## src/rtl/seg7_scan_decoder.sv

```systemverilog
// seg7_scan_decoder: recovers hex nibbles from a multiplexed active-low 7-segment bus.
// Revision 1.0 - initial release.
`default_nettype none

module seg7_scan_decoder #(
  parameter int NUM_DIGITS    = 4,
  parameter int STABLE_CYCLES = 4
) (
  input  logic                    iCLK,
  input  logic                    iRST,
  input  logic [6:0]              iSEG,
  input  logic [NUM_DIGITS-1:0]   iDIG_SEL,
  output logic [4*NUM_DIGITS-1:0] oHEX,
  output logic                    oVALID,
  output logic [NUM_DIGITS-1:0]   oERR_MASK,
  output logic [NUM_DIGITS-1:0]   oBLANK_MASK,
  output logic                    oERR
);

  localparam int CW = $clog2(STABLE_CYCLES + 1);
  localparam logic [CW-1:0] CNT_MAX  = CW'(STABLE_CYCLES);
  localparam logic [CW-1:0] CNT_LAST = CW'(STABLE_CYCLES - 1);

  localparam logic [0:0] ST_WAIT = 1'b0;
  localparam logic [0:0] ST_HOLD = 1'b1;

  logic [NUM_DIGITS-1:0]   s_sel, p_sel;
  logic [6:0]              s_seg, p_seg;
  logic [CW-1:0]           cnt;
  logic [0:0]              state;
  logic [NUM_DIGITS-1:0]   seen;
  logic [4*NUM_DIGITS-1:0] shadow_hex;
  logic [NUM_DIGITS-1:0]   shadow_err;
  logic [NUM_DIGITS-1:0]   shadow_blank;

  logic                    same;
  logic                    stable;
  logic [NUM_DIGITS-1:0]   cap_vec;
  logic                    commit;
  logic [3:0]              dec_nib;
  logic                    dec_err;
  logic                    dec_blank;

  assign same    = (s_sel == p_sel) && (s_seg == p_seg);
  assign stable  = (state == ST_WAIT) && same && (cnt == CNT_LAST);
  // Zero or multi-hot selects still consume the stable period, just without a capture.
  assign cap_vec = (stable && $onehot(s_sel)) ? s_sel : '0;
  assign commit  = &seen;

  always_comb begin
    dec_nib   = 4'h0;
    dec_err   = 1'b0;
    dec_blank = 1'b0;
    case (s_seg)
      7'h40: dec_nib = 4'h0;
      7'h79: dec_nib = 4'h1;
      7'h24: dec_nib = 4'h2;
      7'h30: dec_nib = 4'h3;
      7'h19: dec_nib = 4'h4;
      7'h12: dec_nib = 4'h5;
      7'h02: dec_nib = 4'h6;
      7'h78: dec_nib = 4'h7;
      7'h00: dec_nib = 4'h8;
      7'h10: dec_nib = 4'h9;
      7'h08: dec_nib = 4'hA;
      7'h03: dec_nib = 4'hB;
      7'h46: dec_nib = 4'hC;
      7'h21: dec_nib = 4'hD;
      7'h06: dec_nib = 4'hE;
      7'h0E: dec_nib = 4'hF;
      7'h7F: dec_blank = 1'b1;
      default: dec_err = 1'b1;
    endcase
  end

  always_ff @(posedge iCLK) begin
    if (iRST) begin
      s_sel        <= '0;
      s_seg        <= '0;
      p_sel        <= '0;
      p_seg        <= '0;
      cnt          <= '0;
      state        <= ST_WAIT;
      seen         <= '0;
      shadow_hex   <= '0;
      shadow_err   <= '0;
      shadow_blank <= '0;
      oHEX         <= '0;
      oVALID       <= 1'b0;
      oERR_MASK    <= '0;
      oBLANK_MASK  <= '0;
      oERR         <= 1'b0;
    end else begin
      s_sel <= iDIG_SEL;
      s_seg <= iSEG;
      p_sel <= s_sel;
      p_seg <= s_seg;

      if (!same) begin
        cnt   <= '0;
        state <= ST_WAIT;
      end else begin
        if (cnt != CNT_MAX) cnt <= cnt + CW'(1);
        if (stable) state <= ST_HOLD;
      end

      for (int k = 0; k < NUM_DIGITS; k++) begin
        if (cap_vec[k]) begin
          shadow_hex[4*k +: 4] <= dec_nib;
          shadow_err[k]        <= dec_err;
          shadow_blank[k]      <= dec_blank;
        end
      end

      // A capture landing on the commit cycle starts the next frame.
      seen   <= (commit ? '0 : seen) | cap_vec;
      oVALID <= commit;
      if (commit) begin
        oHEX        <= shadow_hex;
        oERR_MASK   <= shadow_err;
        oBLANK_MASK <= shadow_blank;
        oERR        <= |shadow_err;
      end
    end
  end

endmodule

`default_nettype wire

```

## config.mk

```make
export PLATFORM = sky130hd
export DESIGN_NAME = seg7_scan_decoder
export DESIGN_NICKNAME = d
export VERILOG_FILES = /design/src/rtl/seg7_scan_decoder.sv
export SDC_FILE = /design/constraint.sdc
export NUM_CORES = 1
export LEC_CHECK = 0
export CAP_MARGIN = 0
export CORE_UTILIZATION = 51
export DETAILED_ROUTE_END_ITERATION = 8
export HOLD_SLACK_MARGIN = 0.05
export PLACE_DENSITY = 0.82
export SYNTH_ARGS = -nofsm -noshare
export SYNTH_HDL_FRONTEND = slang
export SYNTH_SLANG_ARGS = --single-unit
```

## constraint.sdc

```tcl
create_clock -name iCLK -period 3.3 [get_ports iCLK]
set_input_delay 0.66 -clock iCLK [delete_from_list [all_inputs] [get_ports iCLK]]
set_output_delay 0.66 -clock iCLK [all_outputs]
set_load 0.05 [all_outputs]
```

==> summary.md, run 1 <==
| Metric | Value |
|---|---|
| Ys async rst share | 0% |
| Detailed-placement wirelength estimate | 4370 um |
| Met3 wire len | ~360 um |
| Register bit total from synthesis | 80 |
| Area Overhead vs Synth | 15.8% |
| Post CTS Setup Buffer Count | 0 |
| Routed len/inst | 13.3 um |
| Clock root cell | clkbuf_8 |
| Worst path depth | 10 |
| RR Startpoint | s_sel[0]$_SDFF_PP0_ |
| Setup slack, reg-to-reg | roughly 0.18 ns |
| CTS tree | yes |
| Synth top area cells | dfxtp_1 47%, nand2_1 7.0%, a21oi_1 6.3% |
| Die height | ~84 um |
| Post-synth EDFFs | 0 |
| Hold WS | around 0.45 ns |
| Antenna viol nets, final | 0 |
| RSZ-0062 raised after global routing | no |
| Chip Width | roughly 84 um |
| Fin. Hold Viols | 0 |
| Layout Nets | between 400 and 500 |
| F_max | between 0.3 and 0.4 GHz |
| Crit path DAT | 3.32 ns |
| Number of synthesis warnings | 0 |
| Total track usage | 19.3% |
| DR iter-0 viols | 176 |
| IO Port Bufs | 38 |
| Post-synth cell types | 50 |
| CP Launch Point | s_sel[0]$_SDFF_PP0_ |
| Max FO, Critical Path | 5 |
| GP Congestion | between 0.9 and 1 |
| Synth cell count leaders | 80 x dfxtp_1, 63 x nand2_1, 43 x a21oi_1, 24 x nor2_1, 19 x nor2b_1 |
| Seq/Total Area, Yosys | between 40% and 50% |
| Area fraction of the dominant cell type after synthesis | 47.1% |
| # DRC | 0 |
| RR Endpoint | shadow_hex[10]$_SDFFE_PP0P_ |
| Startpoint Class | register |
| Setup tns final | 0 ns |
| Antenna diodes | 0 |
| Reg clk slew, reported paths | approximately 0.08 ns |
| Row Count | 29 |
| IO Pins | 39 |
| Avg Inst Size Synth | ~9.0 um^2 |
| Biggest cell delay along the critical path | roughly 0.56 ns |
| Mapped Area | 3400 um^2 |
| Worst Tran Pin Value | between 0.8 and 0.9 ns |
| Core ar. | around 6400 um^2 |
| Resized cells post-CTS | 0 |
| Max Cap Violations | 0 |
| Fillers | 560 |
| Antenna violations before repair | 0 |
| Max VDD drop | between 0.2 and 0.25 mV |
| Vias per cell | about 5.5 |
| Top_reg_cell synth | dfxtp_1 |
| Vias in the first global route | about 2400 |
| Slowest stage cell on the critical path | or4bb_1 |
| Hold_buf cts | 0 |
| Clock Sinks | 80 |
| Layout cells sized above 1 | under 10% |
| Wire length on met2 | around 2900 um |
| Final min period | 3.12 ns |
| Post-synth top area cell | dfxtp_1 |
| Required @ worst endpoint | around 3.5 ns |
| PD cells | 462 nW/um^2 |
| Outcome | finished clean |
| Most frequent cell after synthesis | dfxtp_1 |
| Post-Syn Nets | a little under 400 |
| Die area | 6990 um^2 |
| Initial Util | 53.2% |
| WL met1 | approximately 3100 um |
| Critical-path cell list | inv_1 > fa_1 > inv_1 > ha_1 > ha_1 > or4bb_1 > nor2_1 > nand4_1 > nor4_4 > a211oi_1 |
| Worst setup path end | shadow_hex[10]$_SDFFE_PP0P_ |
| First-pass GRT wire length | 10900 um |
| 1st-pass router iterations | 4 |
| CP Capture Type | register |
| Leakage power | about 1.4 nW |
| Routed vias | 2667 |
| Slew Viols, Final | 0 |
| Clock Tree Buf Depth | 2 |
| Inserted Clock Buffers | 9 |
| WL final | ~6500 um |
| Largest net degree at the start of global routing | about 80 |
| Tcrit/Tclk final | between 90% and 100% |
| Worst Hold Class | reg -> reg |
| Finished Core Util | 61.6% |
| WP buf/inv | 2 |
| Largest delay share family, worst path | simple AND/OR/NAND/NOR gates |
| Critical path type | reg -> reg |
| Top Layer Used | met4 |
| Worst clock skew | between 0.006 and 0.007 ns |
| Worst reg-to-reg path cell count | 10 |
| Total grt overflow | 0 |
| Clock latency on the worst-skew pair | 0.35 ns |
| Rel. slew slack | approximately 46% |
| Final setup viols | 0 |
| Post-Synthesis Cells | 378 |
| Htree depth | 3 |
==> where the power goes <==
group | switching, mW | internal [mW]
clock network | 0.351 | 0.346
registers | 0.0235 | 0.977
logic | 0.0659 | 0.0534
==> worst reg2reg max path, stage by stage, from the launching register on <==
cell,delay [ns]
dfxtp_1,0.33
inv_1,0.09
fa_1,0.55
inv_1,0.04
ha_1,0.17
ha_1,0.26
or4bb_1,0.56
nor2_1,0.16
nand4_1,0.24
nor4_4,0.42
a211oi_1,0.13
==> registers in the layout, indices dropped and copies added, names as in the netlist <==
signal        count
oERR_MASK         4
state             1
shadow_blank      4
shadow_hex       16
cnt               3
shadow_err        4
p_sel             4
s_sel             4
oERR              1
oBLANK_MASK       4
s_seg             7
oVALID            1
p_seg             7
seen              4
oHEX             16
==> per-stage QoR <==
step | std cells | total power [mW] | worst slack, ns | area (um^2)
after floorplan | 378 | 1.11 | 0.304 | 3400
after global placement | 471 | 1.14 | 0.343 | 3750
after detailed placement | 471 | 1.14 | 0.207 | 3750
after CTS | 487 | 1.83 | 0.192 | 3930
after global routing | 487 | 1.88 | 0.0179 | 3930
final | 487 | 1.82 | 0.183 | 3930
==> routing by layer <==
metal / up-vias / global-route usage, %
li1: 1361 / -
met3: 15 / 3.66
met5: - / 0
met4: 0 / 11.6
met2: 81 / 29.5
met1: 1210 / 25.4
==> cell type report <==
type	instances	area [um^2]	area share (%)
clock buffer	10	128	3.24
clock inverter	6	60.1	1.53
inverter	10	37.5	0.954
multi-input combinational	260	1590	40.4
sequential	80	1600	40.7
tap	77	96.3	2.45
timing repair buffer	44	420	10.7
==> kinds of logic after synthesis <==
kind of cell / after synthesis / share of synthesized area, %
compound gates: 79 / 14.8
fa+ha+maj: 6 / 2.43
simple gates: 156 / 24.5
flops: 80 / 47.1
mux: 5 / 1.47
xor+xnor: 14 / 3.61
buf+inv: 38 / 6.04
==> layout by cell type, fill, tap and decap left out, drive strengths merged, types with 4 or more instances in the layout <==
master,synthesis,final
clkdlybuf4s50,0,37
a21oi,47,47
nand4,9,9
nand2,63,63
dfxtp,80,80
a211oi,16,16
nand3,5,5
nor3,10,10
clkbuf,15,10
nor2,24,24
ha,5,5
nor2b,19,19
nand3b,4,4
o31ai,4,4
mux2i,5,5
inv,10,10
xor2,12,12
buf,13,7
==> worst min-delay path by stage <==
stage	cells past startpoint	endpoint	startpoint	slack, ns
floorplan	2	oBLANK_MASK[0]$_SDFFE_PP0P_	shadow_blank[0]$_SDFFE_PP0P_	0.43
global placement	2	oBLANK_MASK[3]$_SDFFE_PP0P_	shadow_blank[3]$_SDFFE_PP0P_	0.44
finish	2	oHEX[3]$_SDFFE_PP0P_	oHEX[3]$_SDFFE_PP0P_	0.45
global route	2	oHEX[6]$_SDFFE_PP0P_	oHEX[6]$_SDFFE_PP0P_	0.47
detailed placement	2	oHEX[3]$_SDFFE_PP0P_	oHEX[3]$_SDFFE_PP0P_	0.45
CTS	2	oHEX[3]$_SDFFE_PP0P_	oHEX[3]$_SDFFE_PP0P_	0.46
(Power assumes the default switching activity.)
==> run 2, diff against run 1 <==
- clock period: 3.3 -> 3.9 ns (I/O delays scaled with it)
==> summary.md, run 2 (same netlist as run 1, synthesis figures left out) <==
| Metric | Value |
|---|---|
| Internal | 1.31 mW (-4.6%) |
| Vias in the first global route | 2533 (+6.0%) |
| # DRC | 0 (unchanged) |
| Resized cells post-CTS | 0 (unchanged) |
| Biggest cell delay along the critical path | 0.56 ns (about the same) |
| Critical-path cell list | inv_1 > fa_1 > inv_1 > ha_1 > ha_1 > or4bb_1 > nor2_1 > and4_1 > buf_4 > a21oi_1 > a211oi_1 |
| Worst setup path end | shadow_hex[1]$_SDFFE_PP0P_ |
| Die area | 6990 um^2 (unchanged) |
| Layout cells sized above 1 | 7.64% (-0.90 points) |
| Clock Sinks | 80 (unchanged) |
| RSZ-0062 raised after global routing | no |
| IO Port Bufs | 38 (unchanged) |
| Worst Tran Pin Value | 1.18 ns (+0.362 ns) |
| Max FO, Critical Path | 10 (+5) |
| Required @ worst endpoint | 4.15 ns (+0.65 ns) |
| Top flop regs | oHEX x16, shadow_hex x16 |
| Layout Nets | 420 (-0.94%) |
| Max VDD drop | 0.256 mV (+3.4%) |
| RR Endpoint | shadow_hex[1]$_SDFFE_PP0P_ |
| Crit path DAT | 3.78 ns (+0.46 ns) |
| DR iter-0 viols | 173 (-1.7%) |
| Largest net degree at the start of global routing | 41 (-47%) |
| Rel. slew slack | 21.4% (-24 points) |
| Most common cell after layout, fill and taps aside | dfxtp_1 |
| Setup slack, reg-to-reg | 0.37 ns (+0.19 ns) |
| Htree depth | 3 (unchanged) |
| RR Startpoint | s_sel[1]$_SDFF_PP0_ |
| Pre-CTS setup slack | 0.425 ns (+0.219 ns) |
| Worst clock skew | 0.00817 ns (+0.00208 ns) |
| Most frequent cells in the layout | 80 x dfxtp_1, 63 x nand2_1, 43 x a21oi_1 |
| Critical path type | reg -> reg |
| Area of the multi-input gates | 1590 um^2 (unchanged) |
| Worst reg-to-reg path cell count | 11 (+1) |
| Die height | 83.6 um (unchanged) |
| Final setup viols | 0 (unchanged) |
| Placed Area | 3720 um^2 (-0.80%) |
| CP Capture Type | register |
| Routed len/inst | 14.0 um (+5.7%) |
| Routed vias | 2729 (+2.3%) |
| Antenna violations before repair | 0 (unchanged) |
| Row Count | 29 (unchanged) |
| Slew Viols, Final | 0 (unchanged) |
| Worst Hold Class | reg -> reg |
| Final Cell Area | 3960 um^2 (+0.70%) |
| Hold_buf cts | 0 (unchanged) |
| Chip Width | 83.6 um (unchanged) |
| Core ar. | 6390 um^2 (unchanged) |
| Final worst slack | 0.369 ns (+0.186 ns) |
| CTS tree | yes |
| FF+latch area | 1600 um^2 (unchanged) |
| Final min period | 3.53 ns (+0.414 ns) |
| Vias per cell | 5.65 (+3.2%) |
| Max Cap Violations | 0 (unchanged) |
| Antenna viol nets, final | 0 (unchanged) |
| Post CTS Setup Buffer Count | 0 (unchanged) |
| Clock latency on the worst-skew pair | 0.35 ns (about the same) |
| NetSw | 366 uW (-17%) |
| Total grt overflow | 0 (unchanged) |
| Reg clk slew, reported paths | 0.08 ns (about the same) |
| Total track usage | 21.2% (+1.9 points) |
| Area Overhead vs Synth | 16.6% |
| Antenna diodes | 0 (unchanged) |
| Clock root cell | clkbuf_8 |
| Initial Util | 53.2% (unchanged) |
| Outcome | finished clean |
| GP Congestion | 0.832 (-11%) |
| Inserted Clock Buffers | 9 (unchanged) |
| Startpoint Class | register |
| First-pass GRT wire length | 11900 um (+9.8%) |
| Fillers | 527 (-5.9%) |
| Fin. Hold Viols | 0 (unchanged) |
| IO Pins | 39 (unchanged) |
| Leakage power | 1.41 nW (+0.85%) |
| 1st-pass router iterations | 4 (unchanged) |
| Clock power share | 43.5% (+5.2 points) |
| Clock Tree Buf Depth | 2 (unchanged) |
| Detailed-placement wirelength estimate | 4550 um (+4.3%) |
| Slowest stage cell on the critical path | or4bb_1 |
| WL final | 6770 um (+4.9%) |
| Switching Share | 21.8% (-2.4 points) |
| Combinational share of power | 5.9% (-0.7 points) |
| CP Launch Point | s_sel[1]$_SDFF_PP0_ |
| Setup tns final | 0 ns (unchanged) |
| Tcrit/Tclk final | 90.5% (-3.9 points) |
| PD cells | 424 nW/um^2 (-8.2%) |
| F_max | 0.283 GHz (-12%) |
| Sequential Power Share | 50.6% (-4.5 points) |
## run 2: final cells by class
class | count | share of cell area, %
clock inverters | 5 | 2.62
clock buffers | 11 | 3.57
flip-flops and latches | 80 | 40.4
well taps | 77 | 2.43
repair buffers | 40 | 9.85
multi-input cells | 260 | 40.1
inverters | 10 | 0.948
## run 2: worst max-delay path: cells and delay by family (launching register included)
kind            cells  cell delay [ns]
simple gates        3             1.11
fa+ha+maj           3             0.97
flops               1             0.53
buf+inv             3             0.45
compound gates      2             0.37
## run 2: stage by stage
| step | util, % | cells | hold WS (ns) | power (mW) |
|---|---|---|---|---|
| finish | 62.0 | 483 | 0.453 | 1.68 |
| global route | 62.0 | 483 | 0.477 | 1.75 |
| CTS | 62.0 | 483 | 0.458 | 1.69 |
| detailed placement | 58.2 | 467 | 0.447 | 0.966 |
| global placement | 58.2 | 467 | 0.439 | 0.962 |
| floorplan | - | 378 | 0.432 | 0.940 |
## run 2: metal layers
| metal | up-vias | global-route usage, % | wire [um] |
|---|---|---|---|
| met5 | - | 0 | 0 |
| met4 | 0 | 10.3 | 167 |
| met3 | 16 | 5.14 | 347 |
| met2 | 79 | 32.7 | 3180 |
| met1 | 1285 | 27.9 | 3080 |
| li1 | 1349 | - | - |
## run 2: worst min path at each step
stage,from,end,slack [ns],cells past startpoint
floorplan,shadow_blank[0]$_SDFFE_PP0P_,oBLANK_MASK[0]$_SDFFE_PP0P_,0.43,2
global route,shadow_hex[13]$_SDFFE_PP0P_,oHEX[13]$_SDFFE_PP0P_,0.48,2
finish,shadow_blank[3]$_SDFFE_PP0P_,oBLANK_MASK[3]$_SDFFE_PP0P_,0.45,2
global placement,shadow_blank[0]$_SDFFE_PP0P_,oBLANK_MASK[0]$_SDFFE_PP0P_,0.44,2
CTS,oHEX[0]$_SDFFE_PP0P_,oHEX[0]$_SDFFE_PP0P_,0.46,2
detailed placement,oHEX[0]$_SDFFE_PP0P_,oHEX[0]$_SDFFE_PP0P_,0.45,2
## run 2: power by group through the flow
stage	sequential, mW	clock (mW)	combinational (mW)
3_5_place_dp	0.868	0	0.0973
6_report	0.850	0.731	0.0982
2_1_floorplan	0.852	0	0.0885
3_3_place_gp	0.867	0	0.0945
4_1_cts	0.849	0.746	0.0978
5_1_grt	0.853	0.784	0.109
==> RTL edit, RTL diff (settings of run 2) <==
Set the parameter `STABLE_CYCLES` to 2 (it was 4).
--- a/src/rtl/seg7_scan_decoder.sv
+++ b/src/rtl/seg7_scan_decoder.sv
@@ -4,7 +4,7 @@
 
 module seg7_scan_decoder #(
   parameter int NUM_DIGITS    = 4,
-  parameter int STABLE_CYCLES = 4
+  parameter int STABLE_CYCLES = 2
 ) (
   input  logic                    iCLK,
   input  logic                    iRST,
Check against the original RTL: same outputs for any inputs over 10 cycles, from zero or initial values and one cycle with iRST high; that may be too few to reach the edited logic, so the function may still have changed.
==> RTL edit against run 2 <==
The run now ends with design-rule violations left. Sequential cell count down 1. Power down 8.7%. Final cell count down 0.62%. Largest power group unchanged. Design area up 1.0%. Critical path type unchanged. Synthesized area up 1.7%. Sequential power down 1%. Setup slack better by 0.58 ns. Wire length up 1.5%. Global-route usage about the same.
==> RTL edit: results (changes against run 2) <==
Outcome - complete, but fails checks (was completed)
Failing checks - design-rule violations
Residual DRC count - 4 (was 0)
Critical Path Fanout Max - 9 (was 10)
Post-Synthesis Net Count - 390 (was 397)
Metal3 WL - 307 um (was 347 um)
Hold Crit Start - oERR_MASK[0] (was shadow_blank[3])
Hold Slack - 0.455 ns (was 0.453 ns)
First-pass GRT wire length - 11900 um (about the same)
Endpoint, Worst Hold - oERR_MASK[0] (was oBLANK_MASK[3])
Placed Instances - 464 (was 467)
Pin count of the biggest net entering global routing - 43 (was 41)
Filler instances - 538 (was 527)
Placed cell area - 3810 um^2 (was 3720 um^2)
Pre-CTS WS - 0.958 ns (was 0.425 ns)
Switch share - 0.266 (was 0.218)
Synth cell count leaders - dfxtp_1 (79), nand2_1 (57), a21oi_1 (35), nor2_1 (35), nor2b_1 (19) (was dfxtp_1 (80), nand2_1 (63), a21oi_1 (43), nor2_1 (24), nor2b_1 (19))
Met1 WL - 3140 um (was 3080 um)
Cells after Synth - 372 (was 378)
R2R depth - 10 (was 11)
Arr. time, crit path - 3.17 ns (was 3.78 ns)
HPWL after DPL - 4610 um (was 4550 um)
Via count of the first global-routing pass - 2553 (was 2533)
Critical path's largest stage delay - 0.54 ns (was 0.56 ns)
M1 GR Usage - 0.278 (was 0.279)
M3 GR Usage - 0.0501 (was 0.0514)
Peak VDD IR - 230 uV (was 256 uV)
Final-stage net count - 416 (was 420)
Starting DRC count in detailed routing - 139 (was 173)
Worst r2r src - s_sel[0] (was s_sel[1])
Pleak - 1.36 nW (was 1.41 nW)
Met2 Use GR - 0.337 (was 0.327)
Top area cells in the synthesized netlist - dfxtp_1 (46%), nand2_1 (6.2%), a21oi_1 (5.1%) (was dfxtp_1 (47%), nand2_1 (7.0%), a21oi_1 (6.3%))
Fraction of layout cells with a size suffix above 1 - 0.0943 (was 0.0764)
Global Route Usage Sum - 0.212 (about the same)
Ant. Diodes - 0 (unchanged)
PwrDens - 383 nW/um^2 (was 424 nW/um^2)
GP Congestion - 0.918 (was 0.832)
Netlist cell types - 53 (was 50)
WL met2 - 3320 um (was 3180 um)
Total Wirelength - 6880 um (was 6770 um)
Sequential-to-total area share from yosys stat - 0.458 (was 0.471)
Via total after detailed routing - 2658 (was 2729)
Reg2Reg Setup Slack - 0.95 ns (was 0.37 ns)
Logic power comb - 0.000114 W (was 0.0000982 W)
Crit path capture - shadow_hex[6] (was shadow_hex[1])
Fmax - 0.339 GHz (was 0.283 GHz)
Fin cells - 480 (was 483)
Slew @ Worst Pin - 1.19 ns (was 1.18 ns)
Critical Path Slowest Stage Cell - fa_1 (was or4bb_1)
Fin Clk Skew - 0.0157 ns (was 0.00817 ns)
RTL edit: cell count changes after synthesis, sizes merged, moves of 4 or more:
cell	run 2	this run
a211oi	16	4
buf	13	9
xor2	12	3
a21oi	47	35
o21ai	1	10
nand2b	1	6
nand2	63	57
nor3	10	3
nor2	24	35
mux2i	5	12
xnor2	2	12
RTL edit: cells by family after synthesis:
group | share of synthesized area
buf+inv | 0.0442
xor+xnor | 0.0565
flops | 0.458
simple gates | 0.283
mux | 0.0348
fa+ha+maj | 0.0203
compound gates | 0.104
RTL edit: cell type report:
type                            instances  area [um^2]  area share
Inverter                                9         33.8     0.00844
Sequential cell                        79         1580       0.395
Timing Repair Buffer                   39          383      0.0957
Clock inverter                          6         50.0      0.0125
Clock buffer                           10          138      0.0344
Tap cell                               77         96.3      0.0241
Multi-Input combinational cell        260         1720       0.430
RTL edit: worst max-delay path, delay by kind of cell, from the launching register on:
kind          cells  cell delay, ns
buf+inv           2            0.14
fa+ha+maj         3            0.99
flops             1            0.40
simple gates      4            1.04
mux               1            0.26
